--- config.mk ---
export PLATFORM = sky130hd
export DESIGN_NAME = prog_loader
export DESIGN_NICKNAME = d
export VERILOG_FILES = /design/src/rtl/prog_loader.sv
export SDC_FILE = /design/constraint.sdc
export NUM_CORES = 1
export LEC_CHECK = 0
export ABC_AREA = 1
export BUFFER_PORTS_ARGS = -buffer_cell sky130_fd_sc_hd__buf_2
export CAP_MARGIN = 20
export CORE_MARGIN = 2
export CORE_UTILIZATION = 55
export CTS_CLUSTER_DIAMETER = 60
export DETAILED_ROUTE_END_ITERATION = 6
export PLACE_DENSITY = 0.77
export SETUP_SLACK_MARGIN = 0.05
export SYNTH_ARGS = -nofsm -noshare
export SYNTH_HDL_FRONTEND = slang
export SYNTH_SLANG_ARGS = --single-unit
--- constraint.sdc ---
create_clock -name clk -period 2.3 [get_ports clk]
set_clock_uncertainty 0.1 [all_clocks]
set_input_delay 0.23 -clock clk [delete_from_list [all_inputs] [get_ports clk]]
set_output_delay 0.23 -clock clk [all_outputs]
set_load 0.02 [all_outputs]
--- src/rtl/prog_loader.sv ---
// prog_loader: writer side of the instruction-memory interface.
//
// Takes a big-endian byte stream  LEN_HI LEN_LO {INS_HI INS_LO} x N  over a
// valid/ready handshake. It writes the N 16-bit instructions to addresses
// 0..N-1 and then zero-fills addresses N..DEPTH-1 on back-to-back cycles.
// The processor is held until every one of the DEPTH words has been written.
//
// Ports
//   clk, rst          clock, asynchronous active-high reset
//   in_data/in_valid  stream byte and its valid flag
//   in_ready          loader accepts a byte on this edge (registered)
//   reload            one-cycle pulse; restarts a load from DONE or ERR
//   mem_we/addr/data  one instruction-memory write per pulse
//   cpu_hold          processor held while 1
//   done              image loaded and memory filled
//   error             length header exceeded DEPTH (sticky until reload/rst)
module prog_loader #(
  parameter int DEPTH  = 1024,
  parameter int ADDR_W = 10
) (
  input  logic              clk,
  input  logic              rst,
  input  logic [7:0]        in_data,
  input  logic              in_valid,
  output logic              in_ready,
  input  logic              reload,
  output logic              mem_we,
  output logic [ADDR_W-1:0] mem_addr,
  output logic [15:0]       mem_data,
  output logic              cpu_hold,
  output logic              done,
  output logic              error
);

  typedef enum logic [2:0] {
    LEN_HI, LEN_LO, INS_HI, INS_LO, FILL, DONE, ERR
  } state_t;

  // Counter and length are one bit wider than the address so that
  // N == DEPTH and the final fill address compare without wrapping.
  localparam logic [ADDR_W:0] DEPTH_C = DEPTH[ADDR_W:0];
  localparam logic [ADDR_W:0] LAST_C  = DEPTH_C - 1'b1;
  localparam logic [16:0]     DEPTH_L = DEPTH[16:0];

  state_t              state, state_d;
  logic [7:0]          len_hi, len_hi_d;
  logic [7:0]          ins_hi, ins_hi_d;
  logic [ADDR_W:0]     n, n_d;
  logic [ADDR_W:0]     cnt, cnt_d;
  logic                mem_we_d;
  logic [ADDR_W-1:0]   mem_addr_d;
  logic [15:0]         mem_data_d;
  logic                in_ready_d, done_d, error_d;

  logic                accept;
  logic [16:0]         len_word;
  logic [ADDR_W:0]     cnt_inc;

  // Next-state and next-output logic; every output is a register fed from here
  always_comb begin
    state_d    = state;
    len_hi_d   = len_hi;
    ins_hi_d   = ins_hi;
    n_d        = n;
    cnt_d      = cnt;
    mem_we_d   = 1'b0;
    mem_addr_d = mem_addr;
    mem_data_d = mem_data;

    accept   = in_valid && in_ready;
    len_word = {1'b0, len_hi, in_data};
    cnt_inc  = cnt + 1'b1;

    case (state)
      LEN_HI: if (accept) begin
        len_hi_d = in_data;
        state_d  = LEN_LO;
      end
      LEN_LO: if (accept) begin
        n_d   = len_word[ADDR_W:0];
        cnt_d = '0;
        if (len_word > DEPTH_L)   state_d = ERR;
        else if (len_word == '0)  state_d = FILL;
        else                      state_d = INS_HI;
      end
      INS_HI: if (accept) begin
        ins_hi_d = in_data;
        state_d  = INS_LO;
      end
      INS_LO: if (accept) begin
        mem_we_d   = 1'b1;
        mem_addr_d = cnt[ADDR_W-1:0];
        mem_data_d = {ins_hi, in_data};
        cnt_d      = cnt_inc;
        // Fill continues straight from address N on the next edge.
        if (cnt_inc == n) state_d = (n < DEPTH_C) ? FILL : DONE;
        else              state_d = INS_HI;
      end
      FILL: begin
        mem_we_d   = 1'b1;
        mem_addr_d = cnt[ADDR_W-1:0];
        mem_data_d = '0;
        cnt_d      = cnt_inc;
        if (cnt == LAST_C) state_d = DONE;
      end
      DONE, ERR: if (reload) state_d = LEN_HI;
      default: state_d = LEN_HI;
    endcase

    in_ready_d = (state_d == LEN_HI) || (state_d == LEN_LO) ||
                 (state_d == INS_HI) || (state_d == INS_LO);
    // Status flags rise one edge after entering DONE/ERR, so done follows the
    // last write by one cycle; a reload drops them on the same edge.
    done_d  = (state == DONE) && (state_d == DONE);
    error_d = (state == ERR)  && (state_d == ERR);
  end

  // Register stage: state, counters and all outputs
  always_ff @(posedge clk or posedge rst) begin
    if (rst) begin
      state    <= LEN_HI;
      len_hi   <= '0;
      ins_hi   <= '0;
      n        <= '0;
      cnt      <= '0;
      in_ready <= 1'b0;
      mem_we   <= 1'b0;
      mem_addr <= '0;
      mem_data <= '0;
      cpu_hold <= 1'b1;
      done     <= 1'b0;
      error    <= 1'b0;
    end else begin
      state    <= state_d;
      len_hi   <= len_hi_d;
      ins_hi   <= ins_hi_d;
      n        <= n_d;
      cnt      <= cnt_d;
      in_ready <= in_ready_d;
      mem_we   <= mem_we_d;
      mem_addr <= mem_addr_d;
      mem_data <= mem_data_d;
      cpu_hold <= !done_d;
      done     <= done_d;
      error    <= error_d;
    end
  end

endmodule

==> qor_table.md, run 1 <==
| Group | Metric | Value |
| --- | --- | --- |
| worst setup path | Crit path required time | 2.45 ns |
| logic synthesis | Area leader, netlist | dfrtp_1 |
| drt | Residual DRC | 0 |
| clock network | Count of buffers added by post-CTS timing repair for setup | 0 |
| status | Run status | finished clean |
| worst setup path | Worst Path Max Fanout | 7 |
| timing | Final period util | 0.848 |
| place | Cell count after placement | 503 |
| worst setup path | Reg-to-reg critical path startpoint | cnt[0] |
| timing | Max Clk Rate | 513 MHz |
| timing | Number of max-slew violations in the final report | 0 |
| global route | Pin count of the biggest net entering global routing | 73 |
| floorplan | Cell row count | 28 |
| place | Setup Slack @ Placement | 0.372 ns |
| timing | Aggregate negative setup slack | 0 ns |
| floorplan | DIE HEIGHT | 81.3 um |
| floorplan | Die outline area | 0.00661 mm^2 |
| pwr | Power per Cell Area | 1170 mW/mm^2 |
| worst setup path | Capturing element type of the critical path | flip-flop |
| clock network | CTS sink cnt | 72 |
| logic synthesis | Synth top area cells | dfrtp_1 54%, nand2_1 12%, o21ai_0 7.9%, inv_1 4.9%, nand3_1 4.4% |
| worst hold path | Endpoint of the worst hold path | mem_data[4] |
| timing | Slew @ Worst Pin | 0.465 ns |
| finish | Proportion of layout cells with a drive suffix above 1 | 0.197 |
| clock network | Number of H-tree branching levels | 3 |
| worst setup path | Worst reg2reg path depth | 12 |
| logic synthesis | Post-Synthesis Mean Instance Area | 8.45 um^2 |
| place | Placed wire-length estimate | 5.20 mm |
| logic synthesis | Post-synthesis instance total | 389 |
| pwr | Worst IR Drop VDD | 0.569 mV |
| logic synthesis | Netlist area before placement | 0.00329 mm^2 |
| timing | Setup repair after global routing missed its margin | false |
| timing | Final setup violation count | 0 |
| global route | Via count of the first global-routing pass | 2644 |
| clock network | Maximum clock path buffer count | 2 |
| drt | Final WL | 7.28 mm |
| global route | Initial antenna violation count | 0 |
| floorplan | Starting density of the core | 0.562 |
| pwr | Static leakage power | 2.04 nW |
| floorplan | Chip Width | 81.3 um |
| finish | Number of non-filler instances in the completed layout | 521 |
| logic synthesis | Top-area cell type share of the netlist area | 0.540 |
| global route | First-pass GRT wire length | 12.2 mm |
| logic synthesis | Count of yosys warnings during synthesis | 0 |
| finish | Area added between synthesis and finish | 16.9% |
| timing | Hold Fails Final Rpt | 0 |
| global route | Sum of overflow across all layers after global routing | 0 |
| clock network | CTS Hold Buffers Added | 2 |
| worst setup path | Sort of element at the start of the critical path | flip-flop |
| finish | Combined flip-flop and latch cell area | 0.00180 mm^2 |
| drt | Remaining antenna violation count after routing | 0 |
| timing | Final setup margin | 0.350 ns |
| drt | DR WL/cell | 14.0 um |
| worst setup path | WP data arrival | 2.10 ns |
| clock network | CTS tree | built |
| worst hold path | Tightest Hold Check Type | primary input to flip-flop |
| clock network | Quantity of gates resized following cts | 0 |
| logic synthesis | Post-synth cell types | 29 |
| finish | Final design utilization | 0.657 |
| worst setup path | Reg-to-Reg End | in_ready |
| run | Count of maximum capacitance violations | 0 |
| drt | First-iteration detailed-routing DRC count | 165 |
| finish | Layout Nets | 454 |
| clock network | Number of buffers created by CTS | 9 |
| drt | Total number of vias | 2797 |
| clock network | Clock-pin transition on the worst setup and hold timing paths | 0.08 ns |
| drt | Via count normalized by instance count | 5.37 |
| clock network | Clock network latency to the later pin of the worst-skew pair | 0.35 ns |
| worst hold path | Number of instances on the worst hold path | 3 |
| timing | Final critical-path required period | 1.95 ns |
| drt | Iteration count of the initial detailed-routing pass | 4 |
| global route | Global routing usage summed across all routing layers | 0.246 |
| finish | Layout fillers | 488 |
| finish | Area of the multi-input gates | 0.00128 mm^2 |
| clock network | Cell at the root of the clock tree | clkbuf_8 |
| logic synthesis | Syn Nets | 402 |
| place | Number of I/O port buffers | 42 |
| worst setup path | Setup slack of the most critical reg-to-reg path | 0.35 ns |
| logic synthesis | Flip-flop and latch count after synthesis | 72 |
| place | Weighted congestion at the end of routability-driven global placement | 0.857 |
| worst hold path | Start point of the worst min-delay path | in_data[4] |
| timing | Slew headroom | 0.689 |
| logic synthesis | Fraction of the yosys area taken by sequential cells | 0.548 |
| floorplan | Boundary pin count | 43 |
| finish | Ant. Diodes | 0 |
| floorplan | Area of the core region | 0.00585 mm^2 |
| worst setup path | Critical path start-end classification | flip-flop to flip-flop |
-- cells by family after synthesis --
group	after synthesis	synth area share
compound gates	74	0.119
flops	72	0.548
simple gates	187	0.265
fa+ha+maj	1	0.00380
buf+inv	55	0.0635
-- synth_stat cells (all sizes together) --
library cell	n
nand4	6
nand3	32
a22o	2
nand2	112
dfstp	1
a211oi	1
nor2	28
a22oi	1
o21ai	54
dfrtp	71
a21oi	10
ha	1
buf	2
clkbuf	8
o21bai	1
o22ai	5
nor3	5
nand3b	3
inv	45
nor4	1
-- per-stage QoR --
stage	hold WS, ns	total power [mW]	area [um^2]
6_report	0.0986	4.52	3840
3_3_place_gp	0.239	3.43	3620
4_1_cts	0.0864	4.54	3840
2_1_floorplan	0.202	2.99	3290
3_5_place_dp	0.248	3.50	3620
5_1_grt	0.127	4.85	3840
-- report_power, final --
part / total (mW) / switching (mW) / internal [mW]
Clock: 1.03 / 0.492 / 0.533
Sequential: 1.93 / 0.292 / 1.63
Combinational: 1.56 / 1.04 / 0.526
Total: 4.52 / 1.82 / 2.69
-- routing by layer --
| layer | part of all wire | GRT usage | routed length, um |
|---|---|---|---|
| met3 | 0.051 | 0.0567 | 370 |
| met2 | 0.48 | 0.407 | 3500 |
| met5 | 0 | 0 | 0 |
| met1 | 0.45 | 0.313 | 3300 |
| met4 | 0.015 | 0.0983 | 107 |
-- state kept, by name, summed over array words and instances (netlist names) --
signal and flops:
cpu_hold 1, in_ready 1, n 11, state 3, cnt 11, mem_addr 10
error 1, len_hi 8, ins_hi 8, done 1, mem_data 16, mem_we 1
-- final cells by class --
type,count,share of cell area
clock inverter,6,0.0176
multi-input combinational,262,0.333
sequential,72,0.469
clock buffer,10,0.0358
timing repair buffer,51,0.0768
inverter,45,0.0439
tap,75,0.0244
-- worst max-delay path, cell delays in order (launching register included) --
cell and delay, ns:
dfrtp_1 0.42, ha_1 0.25, nand2_2 0.09, inv_2 0.13
nand2_1 0.06, nand2_1 0.10, nor2_1 0.05, nor2_1 0.10
nand3_1 0.09, nor2_2 0.15, nand4_1 0.13, nand3_2 0.11
inv_2 0.03
-- placed cells by master, fill, tap and decap left out, types with 2 or more instances in the layout --
cell           netlist  layout
inv_1               43      42
nand3_2              3       3
inv_2                2       3
dlygate4sd3_1        0       2
nand2_4              2       2
dfrtp_1             71      71
nor3_1               4       4
nor2_1              21      20
nor2_4               2       2
o21ai_1              2       2
buf_4                0       6
a22o_1               2       2
clkinvlp_4           0       2
o22ai_1              5       5
nor2_2               4       5
nand4_1              6       6
nand2_2              5       5
nand3b_1             3       3
a21oi_1             10      10
nand3_1             29      29
buf_2                2      42
o21ai_0             52      52
clkbuf_8             0      10
nand2_1            105     105
-- worst max path at each step --
stage                       from  cells past startpoint  endpoint  slack [ns]
after floorplan              rst                      1    cnt[0]        0.15
after global placement    cnt[0]                     12  in_ready        0.49
after detailed placement  cnt[1]                     12  in_ready        0.37
after CTS                 cnt[0]                     12  in_ready        0.34
after global routing      cnt[0]                     12  in_ready        0.17
final                     cnt[0]                     12  in_ready        0.35
(Power assumes the default switching activity.)
==> run 2, diff against run 1 <==
==> constraint.sdc (replaced) <==
create_clock -name clk -period 1.8 [get_ports clk]
set_clock_uncertainty 0.1 [all_clocks]
set_input_delay 0.18 -clock clk [delete_from_list [all_inputs] [get_ports clk]]
set_output_delay 0.18 -clock clk [all_outputs]
set_load 0.02 [all_outputs]
==> qor_table.md, run 2 (same netlist as run 1, synthesis figures left out) <==
| Group | Metric | Value | Change |
| --- | --- | --- | --- |
| global route | Initial antenna violation count | 0 | unchanged |
| timing | Final setup margin | -0.00194 ns | -0.352 ns |
| status | Violations in the final reports | setup timing |  |
| floorplan | Cell row count | 28 | unchanged |
| timing | Max Clk Rate | 555 MHz | +8.2% |
| global route | Global routing usage summed across all routing layers | 0.252 | +0.00589 |
| pwr | Worst IR Drop VDD | 0.751 mV | +32% |
| drt | First-iteration detailed-routing DRC count | 192 | +16% |
| clock network | CTS sink cnt | 72 | unchanged |
| place | Setup Slack @ Placement | 0.0251 ns | -0.347 ns |
| place | Weighted congestion at the end of routability-driven global placement | 0.875 | +2.1% |
| pwr | Overall power after layout | 6.17 mW | +37% |
| place | Cell count after placement | 513 | +2.0% |
| floorplan | Starting density of the core | 0.562 | unchanged |
| global route | Pin count of the biggest net entering global routing | 58 | -21% |
| floorplan | Die outline area | 0.00661 mm^2 | unchanged |
| finish | Most flop-heavy register | mem_data |  |
| global route | Sum of overflow across all layers after global routing | 0 | unchanged |
| drt | Iteration count of the initial detailed-routing pass | 5 | +1 |
| drt | Total number of vias | 2862 | +2.3% |
| global route | First-pass GRT wire length | 12.5 mm | +2.8% |
| finish | Area added between synthesis and finish | 23.3% |  |
| finish | Layout fillers | 439 | -10% |
| drt | Remaining antenna violation count after routing | 0 | unchanged |
| worst setup path | Sort of element at the start of the critical path | flip-flop |  |
| timing | Number of max-slew violations in the final report | 0 | unchanged |
| pwr | Power per Cell Area | 1520 mW/mm^2 | +29% |
| timing | Aggregate negative setup slack | -0.00194 ns | -0.00194 ns |
| place | Placed wire-length estimate | 5.20 mm | about the same |
| timing | Slew headroom | 0.709 | +0.0196 |
| finish | Flip-flop count of the largest register after layout | 16 | unchanged |
| status | Run status | finished with violations |  |
| timing | Final critical-path required period | 1.80 ns | -0.148 ns |
| worst setup path | Max stage delay cell, worst path | dfrtp_1 |  |
| finish | Layout Nets | 469 | +3.3% |
| floorplan | DIE HEIGHT | 81.3 um | unchanged |
| worst setup path | WP data arrival | 1.93 ns | -0.17 ns |
| worst setup path | Crit path required time | 1.92 ns | -0.53 ns |
| finish | Area of the multi-input gates | 0.00133 mm^2 | +4.2% |
| clock network | Maximum clock path buffer count | 2 | unchanged |
| clock network | Clock network latency to the later pin of the worst-skew pair | 0.34 ns | about the same |
| finish | Most frequent cells in the layout | 104 x nand2_1, 69 x dfrtp_1, 51 x o21ai_0, 42 x buf_2, 41 x inv_1 |  |
| clock network | CTS tree | built |  |
| finish | Regs by FF count | mem_data (16), cnt (11), n (11) |  |
| run | Count of maximum capacitance violations | 0 | unchanged |
| clock network | Cell at the root of the clock tree | clkbuf_8 |  |
| worst setup path | Worst Path Max Fanout | 5 | -2 |
| clock network | Clock-pin transition on the worst setup and hold timing paths | 0.09 ns | about the same |
| worst setup path | Critical path start-end classification | flip-flop to flip-flop |  |
| place | Number of I/O port buffers | 42 | unchanged |
| worst hold path | Tightest Hold Check Type | primary input to flip-flop |  |
| finish | Proportion of layout cells with a drive suffix above 1 | 0.243 | +0.0456 |
| floorplan | Boundary pin count | 43 | unchanged |
| pwr | Static leakage power | 2.14 nW | +4.8% |
| finish | Leading cell type in the layout, fill and taps excluded | nand2_1 |  |
| finish | Combined flip-flop and latch cell area | 0.00181 mm^2 | +0.14% |
| drt | Final WL | 7.44 mm | +2.3% |
| timing | Slew @ Worst Pin | 0.436 ns | -0.0294 ns |
| worst setup path | Delay of the slowest cell on the worst path | 0.42 ns | about the same |
| floorplan | Chip Width | 81.3 um | unchanged |
| timing | Hold Fails Final Rpt | 0 | unchanged |
| worst setup path | Capturing element type of the critical path | flip-flop |  |
| drt | Via count normalized by instance count | 5.34 | -0.54% |
| timing | Setup repair after global routing missed its margin | true |  |
| clock network | Number of buffers created by CTS | 9 | unchanged |
| worst setup path | Series of cell instances along the critical path | buf_6, nand2_4, nor2_4, nand2_4, nand2_2, nand3_2, nand2_1, nand3_2, nor2_4, nand4_1, nand2_1, a21oi_2 |  |
| floorplan | Area of the core region | 0.00585 mm^2 | unchanged |
| clock network | Number of H-tree branching levels | 3 | unchanged |
| finish | Ant. Diodes | 0 | unchanged |
| global route | Via count of the first global-routing pass | 2734 | +3.4% |
| timing | Final setup violation count | 1 | +1 |
| finish | Number of non-filler instances in the completed layout | 536 | +2.9% |
| timing | Final period util | 1.00 | +0.153 |
| drt | Residual DRC | 0 | unchanged |
| drt | DR WL/cell | 13.9 um | -0.61% |
run 2: cell types whose count changed in the layout (fill, tap and decap cells not counted), moves of 2 or more:
cell	change
buf_4	+13
buf_6	+2
dfrtp_1	-2
dfrtp_2	+2
inv_8	+2
nand3_1	-2
nor2_4	+2
run 2: where the power goes:
part	total, mW	switching [mW]	internal (mW)
Sequential	2.47	0.377	2.09
Clock	1.49	0.676	0.812
Combinational	2.21	1.41	0.801
run 2: worst max-delay path: cells and delay by family, from the launching register on:
kind	cells	cell delay, ns
flops	1	0.42
simple gates	10	0.94
buf+inv	1	0.15
compound gates	1	0.05
run 2: cell type report:
| class | instances | share of cell area |
|---|---|---|
| Clock buffer | 9 | 0.0305 |
| Timing Repair Buffer | 66 | 0.102 |
| Clock inverter | 7 | 0.0268 |
| Inverter | 45 | 0.0432 |
| Sequential cell | 72 | 0.445 |
| Multi-Input combinational cell | 262 | 0.329 |
| Tap cell | 75 | 0.0231 |
run 2: routing by layer:
layer  vias to the layer above  routed length, um  track usage
met3                         6                333       0.0344
met4                         0                 91        0.119
met5                         -                  0            0
met1                      1365               3330        0.338
li1                       1407                  -            -
met2                        84               3690        0.406
run 2: metrics by stage:
stage / area (um^2) / util / hold WS, ns
detailed placement: 3700 / 0.632 / 0.0930
global route: 4060 / 0.693 / 0.0776
CTS: 4020 / 0.687 / 0.0652
finish: 4060 / 0.693 / 0.0762
global placement: 3700 / 0.632 / 0.0798
floorplan: 3290 / - / 0.152
run 2: worst paths after layout:
kind	start	to	slack, ns	depth (start not counted)
max in group asynchronous	rst	cpu_hold	0.69	4
worst min-delay path	in_data[2]	mem_data[2]	0.08	3
worst min register to register	mem_data[11]	mem_data[11]	0.38	2
min in group asynchronous	rst	mem_addr[2]	0.26	3
worst max-delay path	cnt[1]	state[1]	-0.002	12
worst max register to register	cnt[1]	state[1]	-0.002	12
run 2: timing repair:
item,in CTS,in global routing
gates resized for setup,10,8
setup buffers,4,1
pin swaps,8,2
endpoints found under the hold margin,18,0
gates cloned,0,0
hold buffers,2,0
setup endpoints to repair,3,4
==> run 3, diff against run 2 <==
--- a/config.mk
+++ b/config.mk
@@ -14,6 +14,7 @@
 export DETAILED_ROUTE_END_ITERATION = 6
 export PLACE_DENSITY = 0.77
 export SETUP_SLACK_MARGIN = 0.05
+export SKIP_CTS_REPAIR_TIMING = 1
 export SYNTH_ARGS = -nofsm -noshare
 export SYNTH_HDL_FRONTEND = slang
 export SYNTH_SLANG_ARGS = --single-unit
==> qor_table.md, run 3 (same netlist as run 1, synthesis figures left out) <==
| Group | Metric | Value | Change |
| --- | --- | --- | --- |
| run | Count of maximum capacitance violations | 0 | unchanged |
| global route | Global routing usage summed across all routing layers | 0.248 | -0.00387 |
| worst setup path | Crit path required time | 1.92 ns | about the same |
| floorplan | Die outline area | 0.00661 mm^2 | unchanged |
| worst setup path | Critical path start-end classification | flip-flop to flip-flop |  |
| worst setup path | Sort of element at the start of the critical path | flip-flop |  |
| clock network | Number of buffers created by CTS | 9 | unchanged |
| global route | Initial antenna violation count | 0 | unchanged |
| clock network | Clock network latency to the later pin of the worst-skew pair | 0.34 ns | about the same |
| finish | Most flop-heavy register | mem_data |  |
| finish | Ant. Diodes | 0 | unchanged |
| worst hold path | Number of instances on the worst hold path | 3 | unchanged |
| worst setup path | WP data arrival | 1.91 ns | -0.02 ns |
| pwr | Worst IR Drop VDD | 0.749 mV | -0.30% |
| floorplan | Area of the core region | 0.00585 mm^2 | unchanged |
| clock network | CTS sink cnt | 72 | unchanged |
| drt | First-iteration detailed-routing DRC count | 151 | -21% |
| pwr | Static leakage power | 2.11 nW | -1.4% |
| place | Setup Slack @ Placement | 0.0251 ns | unchanged |
| timing | Final setup margin | 0.0140 ns | +0.0159 ns |
| finish | Proportion of layout cells with a drive suffix above 1 | 0.228 | -0.0154 |
| floorplan | Boundary pin count | 43 | unchanged |
| drt | Residual DRC | 0 | unchanged |
| timing | Final critical-path required period | 1.79 ns | -0.0159 ns |
| timing | Hold Fails Final Rpt | 0 | unchanged |
| finish | Layout Nets | 465 | -0.85% |
| timing | Max Clk Rate | 560 MHz | +0.89% |
| timing | Setup repair after global routing missed its margin | true |  |
| timing | Slew headroom | 0.715 | +0.00617 |
| drt | Iteration count of the initial detailed-routing pass | 5 | unchanged |
| drt | Total number of vias | 2844 | -0.63% |
| worst setup path | Series of cell instances along the critical path | buf_6, inv_1, nor2_4, nand2_4, nand2_2, nand3_1, nand2_1, nand3_2, nor2_4, nand4_1, nand2_1, a21oi_2 |  |
| floorplan | Starting density of the core | 0.562 | unchanged |
| finish | Layout fillers | 444 | +1.1% |
| floorplan | DIE HEIGHT | 81.3 um | unchanged |
| timing | Slew @ Worst Pin | 0.427 ns | -0.00924 ns |
| finish | Flip-flop count of the largest register after layout | 16 | unchanged |
| timing | Final setup violation count | 0 | -1 |
| worst setup path | Worst Path Max Fanout | 5 | unchanged |
| place | Placed wire-length estimate | 5.20 mm | unchanged |
| worst setup path | Instance count on the critical path | 12 | unchanged |
| finish | Area added between synthesis and finish | 21.7% |  |
| finish | Leading cell type in the layout, fill and taps excluded | nand2_1 |  |
| worst hold path | Tightest Hold Check Type | primary input to flip-flop |  |
| global route | Sum of overflow across all layers after global routing | 0 | unchanged |
| clock network | CTS tree | built |  |
| drt | Remaining antenna violation count after routing | 0 | unchanged |
| pwr | Overall power after layout | 6.10 mW | -1.1% |
| floorplan | Chip Width | 81.3 um | unchanged |
| global route | First-pass GRT wire length | 12.4 mm | -1.4% |
| clock network | Maximum clock path buffer count | 2 | unchanged |
| global route | Pin count of the biggest net entering global routing | 58 | unchanged |
| timing | Number of max-slew violations in the final report | 0 | unchanged |
| worst setup path | Capturing element type of the critical path | flip-flop |  |
| clock network | Number of H-tree branching levels | 3 | unchanged |
| timing | Final period util | 0.992 | -0.00885 |
| drt | Via count normalized by instance count | 5.35 | +0.12% |
| finish | Most frequent cells in the layout | 105 x nand2_1, 70 x dfrtp_1, 51 x o21ai_0, 42 x buf_2, 41 x inv_1 |  |
| status | Run status | finished clean |  |
| clock network | Cell at the root of the clock tree | clkbuf_8 |  |
| global route | Via count of the first global-routing pass | 2679 | -2.0% |
| clock network | Clock-pin transition on the worst setup and hold timing paths | 0.09 ns | about the same |
| worst setup path | Top Family by Delay on Critical Path | simple AND/OR/NAND/NOR gates |  |
| worst setup path | Max stage delay cell, worst path | dfrtp_1 |  |
| place | Weighted congestion at the end of routability-driven global placement | 0.875 | unchanged |
| floorplan | Cell row count | 28 | unchanged |
| pwr | Power per Cell Area | 1520 mW/mm^2 | +0.23% |
| place | Number of I/O port buffers | 42 | unchanged |
| finish | Regs by FF count | mem_data (16), cnt (11), n (11) |  |
| worst setup path | Delay of the slowest cell on the worst path | 0.42 ns | about the same |
| drt | DR WL/cell | 13.8 um | -0.51% |
| drt | Final WL | 7.35 mm | -1.2% |
| timing | Final hold slack | 0.0759 ns | -0.000250 ns |
| worst setup path | Buffer and inverter count on the worst path | 2 | +1 |
| worst setup path | Worst reg2reg path depth | 12 | unchanged |
run 3: cell count changes in the layout (fill, tap and decap cells not counted), sizes merged:
cell	previous run	this run
buf	64	60
run 3: report_power, final:
part / leakage (nW) / internal (mW) / switching (mW)
combinational: 1.04 / 0.770 / 1.38
sequential: 0.952 / 2.09 / 0.370
clock: 0.118 / 0.812 / 0.676
total: 2.11 / 3.67 / 2.43
run 3: layout make-up:
class / instances / area [um^2] / share of cell area
clock inverter: 7 / 109 / 0.0272
tap: 75 / 93.8 / 0.0234
timing repair buffer: 62 / 382 / 0.0953
multi-input combinational: 262 / 1320 / 0.329
sequential: 72 / 1800 / 0.451
inverter: 45 / 173 / 0.0431
clock buffer: 9 / 124 / 0.0309
run 3: per-layer routing:
layer / global-route usage / up-vias / wire length (um)
li1: - / 1397 / -
met1: 0.337 / 1355 / 3330
met2: 0.398 / 85 / 3620
met3: 0.0322 / 7 / 305
met4: 0.112 / 0 / 92
met5: 0 / - / 0
run 3: metrics by stage:
step / setup TNS (ns) / instance area (um^2) / cells / utilization
6_report: 0 / 4000 / 532 / 0.684
3_5_place_dp: 0 / 3700 / 513 / 0.632
4_1_cts: -0.0158 / 3930 / 529 / 0.672
5_1_grt: -0.408 / 4000 / 532 / 0.684
2_1_floorplan: 0 / 3290 / 389 / -
3_3_place_gp: 0 / 3700 / 513 / 0.632
run 3: final timing paths:
kind                                 to    startpoint  slack [ns]
max                            state[1]        cnt[0]        0.01
min                         mem_data[2]    in_data[2]        0.08
max reg2reg                    state[1]        cnt[0]        0.01
min reg2reg                mem_data[11]  mem_data[11]        0.38
max in group asynchronous      cpu_hold           rst        0.70
min in group asynchronous   mem_addr[2]           rst        0.25
run 3: worst register-to-register path, stage by stage (launching register included):
cell     delay (ns)
dfrtp_1        0.42
buf_6          0.14
inv_1          0.08
nor2_4         0.21
nand2_4        0.08
nand2_2        0.07
nand3_1        0.06
nand2_1        0.09
nand3_2        0.08
nor2_4         0.11
nand4_1        0.09
nand2_1        0.08
a21oi_2        0.05
